`src/rtl/tweezer_pkg.sv`:
```
// Shared types for the optical tweezer trapping loop sequencer.
// State codes, CLEAR/LOST timing and PI control decode.
package tweezer_pkg;

  typedef enum logic [2:0] {
    IDLE    = 3'd0,
    ACQUIRE = 3'd1,
    CLEAR   = 3'd2,
    RUN     = 3'd3,
    FREEZE  = 3'd4
  } state_t;

  localparam int CLEAR_CYCLES = 4;
  localparam int LOST_CYCLES  = 4;

  typedef struct packed {
    logic rst;
    logic en;
    logic frz;
  } pi_ctrl_t;

  function automatic pi_ctrl_t pi_decode(input state_t s);
    pi_ctrl_t p;
    p = '0;
    case (s)
      IDLE, CLEAR: p.rst = 1'b1;
      RUN:         p.en  = 1'b1;
      FREEZE: begin
        p.en  = 1'b1;
        p.frz = 1'b1;
      end
      default: p = '0;
    endcase
    return p;
  endfunction

endpackage

```
`src/rtl/presence_debouncer.sv`:
```
// Consecutive-hit counter with saturation and target match.
// match fires when the count including this cycle equals target.
module presence_debouncer #(
  parameter int W = 16
) (
  input  logic         clk,
  input  logic         reset,
  input  logic         clear,
  input  logic         hit,
  input  logic [W-1:0] target,
  output logic         match
);

  localparam logic [W-1:0] ONE = {{(W-1){1'b0}}, 1'b1};

  logic [W-1:0] cnt_q;
  logic [W-1:0] cnt_inc;

  assign cnt_inc = (cnt_q == '1) ? cnt_q : cnt_q + ONE;
  assign match   = hit && !clear && (cnt_inc == target);

  always_ff @(posedge clk) begin
    if (reset || clear || !hit)
      cnt_q <= '0;
    else
      cnt_q <= cnt_inc;
  end

endmodule

```
`src/rtl/tweezer_loop_sequencer.sv`:
```
// Closes the PI trapping loop once a bead is present and settled,
// with saturation freeze hysteresis and bead-loss recovery.
module tweezer_loop_sequencer
  import tweezer_pkg::*;
#(
  parameter int dataBitSize = 16,
  parameter int cntBitSize  = 16
) (
  input  logic                   clk,
  input  logic                   reset,
  input  logic                   loop_enable,
  input  logic [dataBitSize-1:0] SUM,
  input  logic [dataBitSize-1:0] sum_threshold,
  input  logic [cntBitSize-1:0]  settle_cycles,
  input  logic [dataBitSize-1:0] ctrl_out,
  input  logic                   ctrl_out_valid,
  input  logic [dataBitSize-1:0] sat_limit,
  output logic                   PI_reset,
  output logic                   PI_enable,
  output logic                   PI_freeze,
  output logic [2:0]             state,
  output logic                   bead_lost,
  output logic [7:0]             lost_count
);

  localparam int D = dataBitSize;
  localparam int C = cntBitSize;

  localparam logic [D-1:0] MOST_NEG = {1'b1, {(D-1){1'b0}}};
  localparam logic [D-1:0] MAX_POS  = {1'b0, {(D-1){1'b1}}};
  localparam logic [C-1:0] C_ONE    = {{(C-1){1'b0}}, 1'b1};
  localparam logic [C-1:0] LOST_TGT = C'(LOST_CYCLES);
  localparam logic [2:0]   CLR_LAST = 3'(CLEAR_CYCLES - 1);

  state_t     st_q;
  state_t     st_d;
  pi_ctrl_t   pi_q;
  logic [2:0] clr_cnt;
  logic       lost_evt;
  logic       present;
  logic       acq_match;
  logic       loss_match;
  logic       sat_hi;
  logic       sat_lo;
  logic       in_loop;
  logic [D-1:0] mag;
  logic [C-1:0] settle_tgt;

  assign present    = $signed(SUM) > $signed(sum_threshold);
  assign settle_tgt = (settle_cycles == '0) ? C_ONE : settle_cycles;
  assign in_loop    = (st_q == RUN) || (st_q == FREEZE);

  always_comb begin
    mag = ctrl_out;
    if (ctrl_out == MOST_NEG)
      mag = MAX_POS;
    else if (ctrl_out[D-1])
      mag = -ctrl_out;
  end

  // FREEZE releases only below half the limit
  assign sat_hi = ctrl_out_valid &&
                  ($signed(mag) >= $signed(sat_limit));
  assign sat_lo = ctrl_out_valid &&
                  ($signed(mag) < ($signed(sat_limit) >>> 1));

  presence_debouncer #(.W(C)) u_acq (
    .clk    (clk),
    .reset  (reset),
    .clear  (st_q != ACQUIRE),
    .hit    (present),
    .target (settle_tgt),
    .match  (acq_match)
  );

  presence_debouncer #(.W(C)) u_loss (
    .clk    (clk),
    .reset  (reset),
    .clear  (!in_loop),
    .hit    (!present),
    .target (LOST_TGT),
    .match  (loss_match)
  );

  always_comb begin
    st_d     = st_q;
    lost_evt = 1'b0;
    if (!loop_enable) begin
      st_d = IDLE;
    end else begin
      case (st_q)
        IDLE:    st_d = ACQUIRE;
        ACQUIRE: if (acq_match) st_d = CLEAR;
        CLEAR:   if (clr_cnt == CLR_LAST) st_d = RUN;
        RUN: begin
          if (loss_match) begin
            st_d     = ACQUIRE;
            lost_evt = 1'b1;
          end else if (sat_hi) begin
            st_d = FREEZE;
          end
        end
        FREEZE: begin
          if (loss_match) begin
            st_d     = ACQUIRE;
            lost_evt = 1'b1;
          end else if (sat_lo) begin
            st_d = RUN;
          end
        end
        default: st_d = IDLE;
      endcase
    end
  end

  always_ff @(posedge clk) begin
    if (reset) begin
      st_q       <= IDLE;
      pi_q       <= pi_decode(IDLE);
      clr_cnt    <= '0;
      bead_lost  <= 1'b0;
      lost_count <= '0;
    end else begin
      st_q      <= st_d;
      pi_q      <= pi_decode(st_d);
      bead_lost <= lost_evt;
      clr_cnt   <= (st_q == CLEAR) ? clr_cnt + 3'd1 : 3'd0;
      if (lost_evt && lost_count != 8'hFF)
        lost_count <= lost_count + 8'd1;
    end
  end

  assign state     = st_q;
  assign PI_reset  = pi_q.rst;
  assign PI_enable = pi_q.en;
  assign PI_freeze = pi_q.frz;

endmodule

```
`config.mk`:
```
export PLATFORM = sky130hd
export DESIGN_NAME = tweezer_loop_sequencer
export DESIGN_NICKNAME = d
export VERILOG_FILES = /design/src/rtl/tweezer_pkg.sv /design/src/rtl/presence_debouncer.sv /design/src/rtl/tweezer_loop_sequencer.sv
export SDC_FILE = /design/constraint.sdc
export NUM_CORES = 1
export LEC_CHECK = 0
export ABC_CLOCK_PERIOD_IN_PS = 3900
export BUFFER_PORTS_ARGS = -buffer_cell sky130_fd_sc_hd__buf_4
export CORE_AREA = 8 8 93 115
export DETAILED_ROUTE_END_ITERATION = 8
export DIE_AREA = 0 0 101 123
export MAX_ROUTING_LAYER = met4
export PLACE_DENSITY = 0.82
export REMOVE_ABC_BUFFERS = 1
export SYNTH_ARGS = -nofsm -noshare
export SYNTH_HDL_FRONTEND = slang
export SYNTH_SLANG_ARGS = --single-unit
```
`constraint.sdc`:
```
create_clock -name clk -period 3.9 [get_ports clk]
set_clock_uncertainty 0.1 [all_clocks]
set_input_delay 0.585 -clock clk [delete_from_list [all_inputs] [get_ports clk]]
set_output_delay 0.585 -clock clk [all_outputs]
set_load 0.01 [all_outputs]
```
==> results by group, run 1 <==
Run status
  – Status: finished, final reports clean

Floorplan
  – Total core area: 8980 um^2
  – Die H: 123 um
  – Starting Density: 0.548
  – # IOs: 99
  – Die area: 12400 um^2
  – Row cnt: 39
  – Die W: 101 um

Placement
  – Setup WS pre-CTS: -0.0367 ns
  – Hpwl dp: 11100 um
  – Port Buf Inserts: 98
  – Placed cells: 861
  – Placer Congestion: 0.944

Finish
  – Nets: 881
  – ANT cells: 0
  – Layout area overhead: 20.4%
  – Share of layout cells above drive strength 1: 0.178
  – Fin util: 0.659
  – Fin cells: 869

GRT
  – Initial antenna violation count: 0
  – GRT overflow: 0
  – First-pass GRT wire length: 22100 um
  – Vias in the first global route: 4940
  – Largest net degree at the start of global routing: 22
  – Total GRT Usage: 0.221

Routing
  – Total routed wirelength: 13500 um
  – Post-route DRC: 0
  – Via count: 5039
  – TritonRoute pass-1 iters: 5
  – Detail-routed via count per cell: 5.80
  – Routed WL per cell: 15.5 um
  – Initial DRC count: 235
  – DRT antenna net count: 0

Synthesis
  – Number of flops mapped to enable cells by yosys: 0
  – Post-synth top cells: nor2_1 (69), nand2_1 (56), ha_1 (52), inv_1 (52), dfxtp_1 (50)
  – Asr flop ratio synth: 0
  – Post-synth top area cell: dfxtp_1
  – Synth Flop Type: dfxtp_1
  – Synthesis-stage register bit count: 50
  – Sequential cell area fraction in the yosys report: 0.204
  – Syn. warnings: 0
  – Most frequent cell after synthesis: nor2_1
  – Leading post-synthesis cells by cell area: dfxtp_1 (20%), ha_1 (13%), nor2_1 (5.3%), nand2_1 (4.3%), xnor2_1 (4.3%)
  – Netlist cell types: 67
  – Mean Syn Cell Area: 7.46 um^2
  – Synthesized cell area: 4920 um^2
  – Syn Inst Count: 659
  – Yosys top cell area share: 0.204

CTS
  – Sink Count: 50
  – TritonCTS Buffers: 5
  – Clock Pin Slew Worst Setup and Hold Paths: 0.07 ns
  – Root Driver: clkbuf_16
  – Hold-fix buffer count after cts: 0
  – Clock buffer depth: 2
  – Setup Buffers After CTS: 0
  – CTS tree: done
  – Worst-Skew Late Latency: 0.29 ns
  – H-Tree Depth: 2

Timing
  – Fin. max-slew vios: 0
  – Measured slew at the worst slew-check pin: 0.884 ns
  – Hold Fails Final Rpt: 0
  – RSZ-0062 raised after global routing: no
  – Final worst setup slack: 0.217 ns
  – Worst slew margin: 0.406
  – Final-report setup violation count: 0
  – Final worst-path cycle share: 0.944
  – Tmin final: 3.68 ns
  – Max frequency: 0.272 GHz

Setup path
  – CP max stage cell: or4_1
  – CP endpoint kind: flop
  – Worst-path cell chain: buf_4 -> or4_1 -> nor2_1 -> nand4b_1 -> buf_4 -> and2_1 -> ha_1 -> nand2b_1 -> a21oi_1 -> o21ai_0 -> a221o_1 -> a21oi_1 -> a21oi_1 -> a31oi_1 -> nor2_1 -> inv_1 -> nor2_1
  – Worst EP arrival: 3.77 ns
  – WS Path Type: primary input to flop
  – Worst Path Max Fanout: 11
  – CP max stage delay: 0.55 ns
  – CP Data Required Time: 3.99 ns
  – Startpoint class of the critical path: primary input

Power and ir drop
  – Total chip power: 1380 uW
  – PwrDens: 233 nW/um^2
  – Peak supply drop: 0.159 mV
  – Static Leak: 0.00255 uW

Hold path
  – Min-Delay Path Class: flop to flop

Run
  – MaxCap Viol Count: 0
==> through the flow <==
| step | hold WS (ns) | instance area, um^2 | setup TNS (ns) |
|---|---|---|---|
| floorplan | 0.299 | 4790 | 0 |
| global route | 0.353 | 5920 | 0 |
| detailed placement | 0.317 | 5710 | -0.0683 |
| global placement | 0.307 | 5710 | 0 |
| finish | 0.327 | 5920 | 0 |
| CTS | 0.328 | 5910 | 0 |
==> per-layer routing <==
| layer | vias to the layer above | routed length (um) | global-route usage |
|---|---|---|---|
| met2 | 154 | 7050 | 0.396 |
| met3 | 32 | 633 | 0.0332 |
| met5 | - | 0 | - |
| li1 | 2555 | - | - |
| met4 | 0 | 354 | 0.0822 |
| met1 | 2298 | 5440 | 0.240 |
==> sequential cells by signal, indices dropped and copies added, names as in the netlist <==
signal        cells
PI_enable         1
clr_cnt           3
PI_freeze         1
lost_count        8
bead_lost         1
state             3
u_acq.cnt_q      16
u_loss.cnt_q     16
PI_reset          1
==> layout make-up <==
class,count,area [um^2]
Clock buffer,5,125
Clock inverter,3,68.8
Fill cell,851,3060
Inverter,52,195
Multi-Input combinational cell,534,3610
Sequential cell,50,1000
Tap cell,123,154
Timing Repair Buffer,102,766
==> timing repair <==
action                                 in CTS  in global routing
endpoints found under the hold margin       0                  0
gates resized for setup                     0                  2
setup endpoints to repair                   0                  2
==> cell usage in the layout, fill, tap and decap left out, types with 3 or more instances in the layout <==
| cell | synthesis | final |
|---|---|---|
| nor3_1 | 20 | 19 |
| ha_1 | 52 | 52 |
| nor4_1 | 15 | 14 |
| a21boi_0 | 3 | 3 |
| o22ai_1 | 3 | 3 |
| and2_1 | 7 | 7 |
| nand2b_1 | 6 | 6 |
| o21a_1 | 4 | 4 |
| and3_1 | 18 | 18 |
| a21o_1 | 5 | 5 |
| mux2i_1 | 4 | 4 |
| nand2_1 | 56 | 56 |
| xor2_1 | 16 | 16 |
| and3b_1 | 3 | 3 |
| or3_1 | 4 | 4 |
| a211oi_1 | 7 | 7 |
| and4_1 | 5 | 5 |
| or4_1 | 6 | 6 |
| o21ai_0 | 21 | 21 |
| a31oi_1 | 10 | 10 |
| nand4_1 | 16 | 16 |
| buf_4 | 4 | 102 |
| dfxtp_1 | 50 | 50 |
| inv_1 | 52 | 52 |
| a32oi_1 | 4 | 4 |
| nor2_1 | 69 | 69 |
| nor2b_1 | 13 | 13 |
| nand4b_1 | 8 | 8 |
| o31ai_1 | 5 | 5 |
| nand3_1 | 36 | 36 |
| o2111ai_1 | 4 | 4 |
| o211ai_1 | 5 | 5 |
| clkbuf_16 | 0 | 5 |
| o21bai_1 | 3 | 3 |
| a21oi_1 | 41 | 41 |
| a211o_1 | 3 | 3 |
| xnor2_1 | 24 | 24 |
| or2_2 | 4 | 4 |
==> cells by family (layout without fill, tap and decap cells) <==
family,count (synthesis),in the layout,share of synthesized area
simple gates,303,303,0.334
compound gates,130,130,0.171
flops,50,50,0.204
mux,8,8,0.0188
buf+inv,75,162,0.0649
xor+xnor,41,41,0.0758
fa+ha+maj,52,52,0.132
==> where the power goes <==
group          total (uW)  internal, uW  switching (uW)
combinational         299           148             151
clock                 563           369             194
sequential            516           513            3.03
==> final timing paths <==
kind | to | start | depth (start not counted) | slack [ns]
setup reg to reg | PI_enable$_SDFF_PP0_ | u_acq.cnt_q[0]$_SDFF_PP0_ | 10 | 0.44
hold reg to reg | clr_cnt[0]$_SDFF_PP0_ | clr_cnt[0]$_SDFF_PP0_ | 1 | 0.33
setup / recovery | PI_reset$_SDFF_PP1_ | ctrl_out[11] | 17 | 0.22
hold / removal | clr_cnt[0]$_SDFF_PP0_ | clr_cnt[0]$_SDFF_PP0_ | 1 | 0.33
==> worst max-delay path: cells and delay by family <==
kind	cells	cell delay [ns]
AOI/OAI and AO/OA	6	1.10
adders and majority gates	1	0.27
buffers and inverters	3	0.43
and+or+nand+nor	7	1.40
No activity file was read; power rests on OpenSTA's default activity.
==> inputs of run 2 (changes only) <==
ABC_AREA = 1   (was default)
CORE_AREA = 8 8 92 115   (was 8 8 93 115)
DIE_AREA = 0 0 100 123   (was 0 0 101 123)
PLACE_DENSITY = 0.81   (was 0.82)
==> results by group, run 2 <==
Run status
  – Status: finished, final reports clean

Power and ir drop
  – Sequential Power Share: 0.389
  – PwrDens: 227 nW/um^2
  – Psw: 352 uW
  – Clock Power Share: 0.400
  – Static Leak: 0.00291 uW
  – Peak supply drop: 0.272 mV
  – Switching share of power: 0.267
  – Total chip power: 1320 uW
  – P_int: 968 uW
  – Comb pwr share: 0.211

Synthesis
  – Netlist cell types: 37
  – Syn Inst Count: 766
  – Mean Syn Cell Area: 6.24 um^2
  – Post-synth top area cell: dfxtp_1
  – Synthesized cell area: 4780 um^2
  – Syn. warnings: 0
  – Synth Flop Type: dfxtp_1
  – Synthesis-stage register bit count: 50
  – Post-synth top cells: nand2_1 (172), inv_1 (110), nor2_1 (109), nand3_1 (61), ha_1 (52)
  – Leading post-synthesis cells by cell area: dfxtp_1 (21%), ha_1 (14%), nand2_1 (13%), inv_1 (8.6%), nor2_1 (8.6%)
  – Yosys top cell area share: 0.209
  – Asr flop ratio synth: 0
  – Number of flops mapped to enable cells by yosys: 0
  – Sequential cell area fraction in the yosys report: 0.209
  – Most frequent cell after synthesis: nand2_1

GRT
  – Initial antenna violation count: 0
  – First-pass GRT wire length: 21400 um
  – Vias in the first global route: 5088
  – Total GRT Usage: 0.213
  – Largest net degree at the start of global routing: 23
  – GRT overflow: 0

Routing
  – DRT antenna net count: 0
  – TritonRoute pass-1 iters: 5
  – Via count: 5219
  – Post-route DRC: 0
  – Routed WL per cell: 12.9 um
  – Total routed wirelength: 12700 um
  – Detail-routed via count per cell: 5.29
  – Initial DRC count: 266

Finish
  – Fin area: 5830 um^2
  – Share of layout cells above drive strength 1: 0.185
  – Fin cells: 986
  – Largest registers: u_acq.cnt_q (16), u_loss.cnt_q (16), lost_count (8)
  – ANT cells: 0
  – # fillers: 839
  – Most common cell after layout, fill and taps aside: nand2_1
  – Fin util: 0.656
  – Most frequent cells in the layout: nand2_1 (172), inv_1 (110), nor2_1 (109)
  – Nets: 998
  – Layout area overhead: 21.8%

Placement
  – Placer Congestion: 0.970
  – Port Buf Inserts: 98
  – Hpwl dp: 10600 um
  – Placed cells: 978
  – Post-Place Cell Area: 5620 um^2

Timing
  – Worst slew margin: 0.581
  – Measured slew at the worst slew-check pin: 0.627 ns
  – Max frequency: 0.285 GHz
  – RSZ-0062 raised after global routing: no
  – Final worst-path cycle share: 0.899
  – Hold WS: 0.332 ns
  – Tmin final: 3.51 ns
  – Hold Fails Final Rpt: 0
  – Final-report setup violation count: 0
  – Fin. max-slew vios: 0

Setup path
  – WS Path Type: primary input to flop
  – Worst Path Max Fanout: 3
  – Startpoint class of the critical path: primary input
  – CP Data Required Time: 3.99 ns
  – CP endpoint kind: flop
  – Worst EP arrival: 3.60 ns

CTS
  – Clock buffer depth: 2
  – Clock Pin Slew Worst Setup and Hold Paths: 0.07 ns
  – TritonCTS Buffers: 5
  – Root Driver: clkbuf_16
  – CTS resizes: 0
  – H-Tree Depth: 2
  – Worst-Skew Late Latency: 0.29 ns
  – Sink Count: 50
  – CTS tree: done
  – Setup Buffers After CTS: 0
  – Hold-fix buffer count after cts: 0

Floorplan
  – Die H: 123 um
  – Die area: 12300 um^2
  – Die W: 100 um
  – Total core area: 8880 um^2
  – Starting Density: 0.539
  – # IOs: 99
  – Row cnt: 39

Hold path
  – Min-Delay Path Class: flop to flop

Run
  – MaxCap Viol Count: 0
==> run 2: cell type report <==
type,instances,area (um^2),area share
Multi-Input combinational cell,587,3290,0.566
Sequential cell,50,1000,0.172
Timing Repair Buffer,101,758,0.130
Inverter,117,440,0.0756
Tap cell,123,154,0.0264
Clock buffer,6,139,0.0238
Clock inverter,2,38.8,0.00666
==> run 2: critical path: stages <==
cell and delay (ns):
buf_4 0.12, nor3_2 0.19, inv_1 0.09, nor3_2 0.12
inv_1 0.07, nor3_1 0.17, inv_1 0.09, nor3_2 0.20
nor2_1 0.09, a21oi_1 0.15, a21oi_1 0.08, o21ai_0 0.11
ha_1 0.29, nand2_1 0.07, inv_1 0.03, o21ai_0 0.13
nand2_1 0.07, a21oi_1 0.16, nand3b_1 0.12, nand3_1 0.14
a21oi_2 0.08, nor2_1 0.11, nand3_1 0.09, nand2_1 0.10
inv_2 0.05, nand3_2 0.05, nand2_1 0.04
==> run 2: power groups by stage <==
stage               sequential (uW)  combinational (uW)  clock, uW
global placement                525                 263          0
detailed placement              525                 276          0
floorplan                       526                 153          0
finish                          513                 279        528
global route                    514                 318        553
CTS                             513                 277        532
==> run 2: through the flow <==
| step | setup slack, ns | TNS, ns |
|---|---|---|
| 2_1_floorplan | 0.432 | 0 |
| 3_3_place_gp | 0.0836 | 0 |
| 3_5_place_dp | -0.0736 | -0.208 |
| 4_1_cts | 0.224 | 0 |
| 5_1_grt | 0.0214 | 0 |
| 6_report | 0.394 | 0 |
==> run 2: metal layers <==
layer	GRT usage	wire [um]	vias to the layer above
met5	-	0	-
met4	0.0664	229	0
met3	0.0485	918	20
met2	0.382	6190	175
met1	0.227	5340	2341
li1	-	-	2683
==> run 2: final timing paths <==
check / endpoint / start / cells after the start / slack (ns)
hold reg to reg: clr_cnt[0]$_SDFF_PP0_ / clr_cnt[0]$_SDFF_PP0_ / 1 / 0.33
setup reg to reg: PI_enable$_SDFF_PP0_ / u_acq.cnt_q[0]$_SDFF_PP0_ / 20 / 0.98
setup / recovery: PI_enable$_SDFF_PP0_ / ctrl_out[1] / 27 / 0.39
hold / removal: clr_cnt[0]$_SDFF_PP0_ / clr_cnt[0]$_SDFF_PP0_ / 1 / 0.33
==> run 2: cell families (layout without fill, tap and decap cells) <==
| kind of cell | after synthesis | after routing | synth area share |
|---|---|---|---|
| flip-flops | 50 | 50 | 0.209 |
| adder cells (fa/ha/maj) | 52 | 52 | 0.136 |
| buffers and inverters | 129 | 226 | 0.108 |
| AO/OA/AOI/OAI | 88 | 88 | 0.105 |
| XOR/XNOR | 17 | 17 | 0.0311 |
| AND/OR/NAND/NOR | 430 | 430 | 0.411 |
